## src/rtl/iterative_divider.sv

```systemverilog
// Sequential restoring divider: one quotient bit per clock, unsigned or
// truncating signed division, valid/ready handshake on request and result.
module iterative_divider #(
  parameter int WIDTH = 32
) (
  input  logic             clk,
  input  logic             reset_n,
  output logic             i_ready,
  input  logic             i_valid,
  input  logic [WIDTH-1:0] i_payload_dividend,
  input  logic [WIDTH-1:0] i_payload_divisor,
  input  logic             i_payload_signed,
  output logic             o_valid,
  input  logic             o_ready,
  output logic [WIDTH-1:0] o_payload_1,
  output logic [WIDTH-1:0] o_payload_2,
  output logic             o_payload_dbz
);

  localparam int CW = $clog2(WIDTH + 1);
  localparam logic [CW-1:0]    LAST      = CW'(WIDTH - 1);
  localparam logic [CW-1:0]    CNT_ONE   = {{(CW-1){1'b0}}, 1'b1};
  localparam logic [WIDTH-1:0] ONE       = {{(WIDTH-1){1'b0}}, 1'b1};
  localparam logic [WIDTH-1:0] ALL_ONES  = {WIDTH{1'b1}};
  localparam logic [WIDTH-1:0] ALL_ZEROS = {WIDTH{1'b0}};

  typedef enum logic [1:0] {
    IDLE = 2'd0,
    BUSY = 2'd1,
    DONE = 2'd2
  } state_t;

  state_t state;
  state_t state_next;

  logic [CW-1:0]    count;
  logic [WIDTH-1:0] rem;
  logic [WIDTH-1:0] quo;
  logic [WIDTH-1:0] div_mag;
  logic             neg_quo;
  logic             neg_rem;

  logic             accept;
  logic             div_zero;
  logic             last_iter;
  logic [WIDTH:0]   shifted;
  logic [WIDTH:0]   trial;
  logic             take;
  logic [WIDTH-1:0] rem_next;
  logic [WIDTH-1:0] quo_next;
  logic [WIDTH-1:0] quo_final;
  logic [WIDTH-1:0] rem_final;

  // Two's-complement magnitude; the most negative value maps onto 2^(WIDTH-1).
  function automatic logic [WIDTH-1:0] magnitude(input logic [WIDTH-1:0] v,
                                                 input logic             is_signed);
    if (is_signed && v[WIDTH-1]) begin
      return ~v + ONE;
    end else begin
      return v;
    end
  endfunction

  function automatic logic [WIDTH-1:0] apply_sign(input logic [WIDTH-1:0] v,
                                                  input logic             negate);
    if (negate) begin
      return ~v + ONE;
    end else begin
      return v;
    end
  endfunction

  assign accept    = i_valid && (state == IDLE);
  assign div_zero  = (i_payload_divisor == ALL_ZEROS);
  assign last_iter = (count == LAST);

  // One restoring step; the trial difference goes negative (top bit set) when
  // the shifted partial remainder is below the divisor.
  always_comb begin
    shifted   = {rem, quo[WIDTH-1]};
    trial     = shifted - {1'b0, div_mag};
    take      = ~trial[WIDTH];
    rem_next  = take ? trial[WIDTH-1:0] : shifted[WIDTH-1:0];
    quo_next  = {quo[WIDTH-2:0], take};
    quo_final = apply_sign(quo_next, neg_quo);
    rem_final = apply_sign(rem_next, neg_rem);
  end

  // State register.
  always_ff @(posedge clk or negedge reset_n) begin
    if (!reset_n) begin
      state <= IDLE;
    end else begin
      state <= state_next;
    end
  end

  // Next-state logic.
  always_comb begin
    state_next = state;
    case (state)
      IDLE: begin
        if (accept) begin
          state_next = div_zero ? DONE : BUSY;
        end else begin
          state_next = IDLE;
        end
      end
      BUSY: begin
        if (last_iter) begin
          state_next = DONE;
        end else begin
          state_next = BUSY;
        end
      end
      DONE: begin
        if (o_ready) begin
          state_next = IDLE;
        end else begin
          state_next = DONE;
        end
      end
      default: state_next = IDLE;
    endcase
  end

  // Handshake outputs decoded from the state register.
  always_comb begin
    i_ready = 1'b0;
    o_valid = 1'b0;
    case (state)
      IDLE:    i_ready = 1'b1;
      DONE:    o_valid = 1'b1;
      default: begin
        i_ready = 1'b0;
        o_valid = 1'b0;
      end
    endcase
  end

  // Operand capture, iteration and result registers; results hold through DONE.
  always_ff @(posedge clk or negedge reset_n) begin
    if (!reset_n) begin
      count         <= {CW{1'b0}};
      rem           <= ALL_ZEROS;
      quo           <= ALL_ZEROS;
      div_mag       <= ALL_ZEROS;
      neg_quo       <= 1'b0;
      neg_rem       <= 1'b0;
      o_payload_1   <= ALL_ZEROS;
      o_payload_2   <= ALL_ZEROS;
      o_payload_dbz <= 1'b0;
    end else begin
      case (state)
        IDLE: begin
          if (accept) begin
            count   <= {CW{1'b0}};
            rem     <= ALL_ZEROS;
            quo     <= magnitude(i_payload_dividend, i_payload_signed);
            div_mag <= magnitude(i_payload_divisor, i_payload_signed);
            neg_quo <= i_payload_signed &
                       (i_payload_dividend[WIDTH-1] ^ i_payload_divisor[WIDTH-1]);
            neg_rem <= i_payload_signed & i_payload_dividend[WIDTH-1];
            if (div_zero) begin
              o_payload_1   <= ALL_ONES;
              o_payload_2   <= ALL_ONES;
              o_payload_dbz <= 1'b1;
            end else begin
              o_payload_dbz <= o_payload_dbz;
            end
          end else begin
            count <= count;
          end
        end
        BUSY: begin
          rem   <= rem_next;
          quo   <= quo_next;
          count <= count + CNT_ONE;
          if (last_iter) begin
            o_payload_1   <= quo_final;
            o_payload_2   <= rem_final;
            o_payload_dbz <= 1'b0;
          end else begin
            o_payload_dbz <= o_payload_dbz;
          end
        end
        default: begin
          count <= count;
        end
      endcase
    end
  end

endmodule

```

## config.mk

```make
export PLATFORM = sky130hd
export DESIGN_NAME = iterative_divider
export DESIGN_NICKNAME = d
export VERILOG_FILES = /design/src/rtl/iterative_divider.sv
export SDC_FILE = /design/constraint.sdc
export NUM_CORES = 1
export LEC_CHECK = 0
export ABC_AREA = 1
export BUFFER_PORTS_ARGS = -buffer_cell sky130_fd_sc_hd__buf_2
export CAP_MARGIN = 20
export CORE_ASPECT_RATIO = 0.8
export CORE_UTILIZATION = 40
export CTS_CLUSTER_DIAMETER = 200
export CTS_CLUSTER_SIZE = 20
export DETAILED_ROUTE_END_ITERATION = 8
export SYNTH_ARGS = -nofsm -noshare
export SYNTH_HDL_FRONTEND = slang
export SYNTH_SLANG_ARGS = --single-unit
```

## constraint.sdc

```tcl
create_clock -name clk -period 8.2 [get_ports clk]
set_input_delay 1.23 -clock clk [delete_from_list [all_inputs] [get_ports clk]]
set_output_delay 1.23 -clock clk [all_outputs]
set_load 0.05 [all_outputs]
```

### Word level (Yosys, flattened, before mapping)

Cells that the tools add are included.

| storage, ports and cells | value |
|---|---|
| register bits after elaboration | 171 |
| bits of input ports | 69 |
| output and inout port bits | 67 |

| operators by class | value |
|---|---|
| $add $sub $neg | 6 |
| equal/unequal tests | 6 |
| multiplexer cells | 28 |
| bitwise gates (word level) | 8 |
| reduce and logical (&&, ||, !) cells | 9 |

Operators by type and width:

| cell | number |
|---|---|
| 32-bit 2-to-1 mux | 11 |
| 32-bit one-hot mux with 2 select lines | 4 |
| 32-bit by 1-bit adder with 32-bit output (second input constant) | 4 |
| 32-bit NOT | 4 |
| 33-bit by 32-bit subtractor with 33-bit output | 1 |
| 32-bit logical NOT | 1 |
| 6-bit one-hot mux with 2 select lines | 1 |
| 2-bit 2-to-1 mux | 4 |
| 6-bit by 1-bit adder with 6-bit output (second input constant) | 1 |
| 6-bit by 5-bit equality test with 1-bit output (second input constant) | 1 |
| 6-bit 2-to-1 mux | 1 |
| 2-bit != test (second input constant) | 3 |
| 2-bit one-hot mux with 3 select lines | 1 |
| 1-bit 2-to-1 mux | 5 |
| 2-bit AND reduction | 2 |
| 4-bit AND reduction | 1 |
| 1-bit logical AND | 3 |
| 1-bit bitwise AND | 2 |
| 2-bit by 1-bit equality test with 1-bit output (second input constant) | 1 |
| 2-bit equality test (second input constant) | 1 |
| 2-bit logical NOT | 1 |
| 1-bit one-hot mux with 2 select lines | 1 |
| 2-bit nonzero test | 1 |
| 1-bit NOT | 1 |
| 1-bit XOR | 1 |

### Longest topological paths before layout

| depth | value |
|---|---|
| depth after elaboration | 7 |
| depth in mapped cells | 30 |
| depth with buffers taken out | 28 |

### Worst setup path before layout

OpenSTA, ideal clock, no wires.

| timing path | value |
|---|---|
| path kind | reg-to-reg |
| from | reg quo[31] |
| to | reg o_payload_1[26] |
| library setup time | 0.120 ns |
| arrival | 3.584 ns |
| data required time | 8.080 ns |
| path slack | 4.496 ns |
| cell stages (with the launch flop) | 29 |
| buffers on the path | 2 |
| period minus slack after synthesis | 3.704 ns |
| cells stage by stage | dfrtp_1 inv_1 ha_1 inv_1 fa_1 nand2_1 nand2_1 nand3_1 nand2_2 nand2_2 nand2_2 nand2_4 nand3_2 nand2_4 buf_6 buf_6 ha_1 inv_1 nor3_1 nand2_1 inv_1 nand4_1 nor3_1 nand4_1 nor2_1 a21oi_1 xor2_1 o22ai_1 inv_1 |

| between the ends | value |
|---|---|
| cells in the longest elaborated chain, start to end | 7 |

Ends and longest elaborated chain:

| item | RTL line | RTL |
|---|---|---|
| start: declaration | 38 | `logic [WIDTH-1:0] quo;` |
| start signal: assignment | 159 | `quo <= magnitude(i_payload_dividend, i_payload_signed);` |
| start signal: assignment | 177 | `quo <= quo_next;` |
| 33-bit by 32-bit subtractor with 33-bit output | 81 | `trial = shifted - {1'b0, div_mag};` |
| 1-bit NOT | 82 | `take = ~trial[WIDTH];` |
| 32-bit NOT | 67 | `return ~v + ONE;` |
| 32-bit by 1-bit adder with 32-bit output | 67 |  |
| 32-bit 2-to-1 mux | 66 | `if (negate) begin` |
| 32-bit 2-to-1 mux | 179 | `if (last_iter) begin` |
| 32-bit one-hot mux with 2 select lines | 154 | `case (state)` |
| end signal: assignment | 180 | `o_payload_1 <= quo_final;` |
| end: declaration | 15 | `output logic [WIDTH-1:0] o_payload_1,` |

Every way passes these cells. The select of a mux whose other input is x is not followed.
A chain may end at the register's enable or synchronous reset.

### Final worst setup path

| timing path | value |
|---|---|
| from | reg quo[31] |
| to | reg o_payload_1[28] |

The elaborated chain is that of the path after synthesis.

==> metrics.md <==
| Metric | Value |
|---|---|
| Run status | finished clean |
| Clk_skew | 0.01864 ns |
| Worst hold margin | 0.4758 ns |
| Slowest CP cell | dfrtp_1 |
| Final-report hold violation count | 0 |
| Clk slew on worst S/H paths | 0.07 ns |
| Ys Warns | 0 |
| Initial Utilization | 40.87% |
| Largest net degree at the start of global routing | 89 |
| Row Count | 58 |
| Clock Sinks | 171 |
| Critical Path RT | 8.55 ns |
| CTS buffer count | 17 |
| Mapped Area | 0.01293 mm² |
| Crit path time final | 4.428 ns |
| Final period util | 54.01% |
| Initial antenna violation count | 0 |
| Post-synth EDFFs | 0 |
| Nets@finish | 2151 |
| FFs w/ async S/R, synth | 100.0% |
| Drt first pass iters | 5 |
| Commonest cells in the netlist | nand2_1 (564), inv_1 (254), nor2_1 (205) |
| GR Overflow Total | 0 |
| Vias in the first global route | 11950 |
| Rel. slew slack | 43.95% |
| Finished Core Util | 46.02% |
| Gate count after technology mapping | 1943 |
| DRT Wirelength | 41290 µm |
| Setup violators final | 0 |
| FF+latch count, synth | 171 |
| Placer congestion estimate | 0.9212 |
| Leading post-synthesis cells by cell area | dfrtp_1 (33%), nand2_1 (16%), inv_1 (7.4%) |
| Avg Cell Area, Syn | 6.655 µm² |
| Max-slew violations | 0 |
| Hpwl dp | 32450 µm |
| CP Max Fanout | 41 |
| Share of cells above drive strength 1 | 12.54% |
| Die Height | 162.8 µm |
| Achievable frequency | 0.2258 GHz |
| Post-CTS Resized | 0 |
| Synth Flop Type | dfrtp_1 |
| Clk buf depth | 2 |
| CTS tree | built |
| Nature of the critical path startpoint | register |
| CP endpoint kind | register |
| Chip width | 203.0 µm |
| Initial DRC Count | 1038 |
| Worst EP arrival | 4.78 ns |
| Synth-to-Final Area Change | 12.60% |
| Root buffer cell | clkbuf_16 |
| Multi-input logic area | 0.007366 mm² |
| Clock latency on the worst-skew pair | 0.47 ns |
| Routed Antenna Nets | 0 |
| RSZ-0062 raised after global routing | false |
| Placed cells | 2444 |
| # hold bufs at CTS | 0 |
| MaxCap Viol Count | 0 |
| Via count | 12850 |
| Non-Filler Instances | 2477 |
| Core area | 0.03164 mm² |
| First-pass GRT wire length | 65490 µm |
| Sequential area share after synthesis | 33.09% |
| Setup total negative slack | 0 ns |
| FF+latch area | 0.004279 mm² |
| CP Class | reg -> reg |
| Count leader, synth | nand2_1 |
| Tightest Pin Transition | 0.8398 ns |
| Top-area cell type share of the netlist area | 33.09% |
| Wire per inst | 16.67 µm |
| Netlist cell types | 58 |
| Crit-path max cell delay | 0.40 ns |
| Synth area leader | dfrtp_1 |
| CTS H-tree depth | 4 |
| GRT Util Overall | 25.67% |
| Setup Buffers After CTS | 0 |
| Filler instances | 3408 |
| ANT cells | 0 |
| Syn Nets | 2050 |
| Hold WC Path Type | reg -> reg |
| DR vias/cell | 5.189 |
| Cell mode on critical path | inv_1 |
| Port buffer count | 135 |
| DRC viols | 0 |
| Worst reg-to-reg setup slack | 3.77 ns |
| DIE AREA | 0.03306 mm² |
| I/O pin cnt | 136 |
==> stage by stage <==
step	instance area, µm²	worst slack (ns)
floorplan	12930	4.496
global placement	13930	3.832
detailed placement	13930	3.651
CTS	14530	3.839
global route	14560	3.278
finish	14560	3.772
==> path summary, 6_finish.rpt <==
| check | startpoint | end | cells past startpoint |
|---|---|---|---|
| min reg2reg | o_payload_2[18]$_DFFE_PN0P_ | o_payload_2[18]$_DFFE_PN0P_ | 2 |
| max reg2reg | quo[31]$_DFFE_PN0P_ | o_payload_1[28]$_DFFE_PN0P_ | 26 |
| min in group asynchronous | reset_n | rem[26]$_DFFE_PN0P_ | 1 |
| min | o_payload_2[18]$_DFFE_PN0P_ | o_payload_2[18]$_DFFE_PN0P_ | 2 |
| max in group asynchronous | reset_n | quo[29]$_DFFE_PN0P_ | 2 |
| max | quo[31]$_DFFE_PN0P_ | o_payload_1[28]$_DFFE_PN0P_ | 26 |
==> worst max-delay path, delay by kind of cell (launching register included) <==
| kind | cells | cell delay, ns |
|---|---|---|
| AOI/OAI and AO/OA | 2 | 0.22 |
| and+or+nand+nor | 15 | 2.38 |
| DFF | 1 | 0.40 |
| buffers and inverters | 5 | 0.35 |
| xor gates and xnor gates | 1 | 0.17 |
| adders and majority gates | 3 | 0.78 |
==> kinds of logic after synthesis <==
kind of cell,share of synthesized area (%)
and+or+nand+nor,34.91
buffers and inverters,10.10
adders and majority gates,3.735
AOI/OAI and AO/OA,12.81
DFF,33.09
xor gates and xnor gates,5.351
==> cells in the final DEF (no fill, tap or decap), drive strengths merged, types with 15 or more instances in the layout <==
master / count
o22ai: 33
a31oi: 16
dfrtp: 171
buf: 146
nor2: 217
nand4: 29
xor2: 57
clkbuf: 17
nand3: 143
nor3: 35
xnor2: 22
nand2: 593
a21oi: 44
inv: 274
o21ai: 145
a22oi: 15
ha: 37
==> state kept, by name (all words and copies together) (netlist names) <==
register / cells
div_mag: 32
rem: 32
neg_rem: 1
o_payload_dbz: 1
state: 2
o_payload_2: 32
o_payload_1: 32
quo: 32
neg_quo: 1
count: 6
==> cell type report <==
type                       instances  share of cell area (%)
clock buffer                      17                   2.922
clock inverter                    15                   1.246
inverter                         266                   6.857
multi-input combinational       1442                   50.59
sequential                       171                   29.39
tap                              420                   3.609
timing repair buffer             146                   5.388
==> routing by layer <==
metal / up-vias / wire length, µm / global-route usage (%)
li1: 6467 / - / -
met1: 6014 / 20500 / 37.94
met2: 335 / 17890 / 38.64
met3: 38 / 2114 / 3.601
met4: 0 / 792 / 7.382
met5: - / 0 / 0
Power is left out: the tool's default activity adds up to more than one toggle a clock period on the data nets, which glitch-free logic cannot reach.
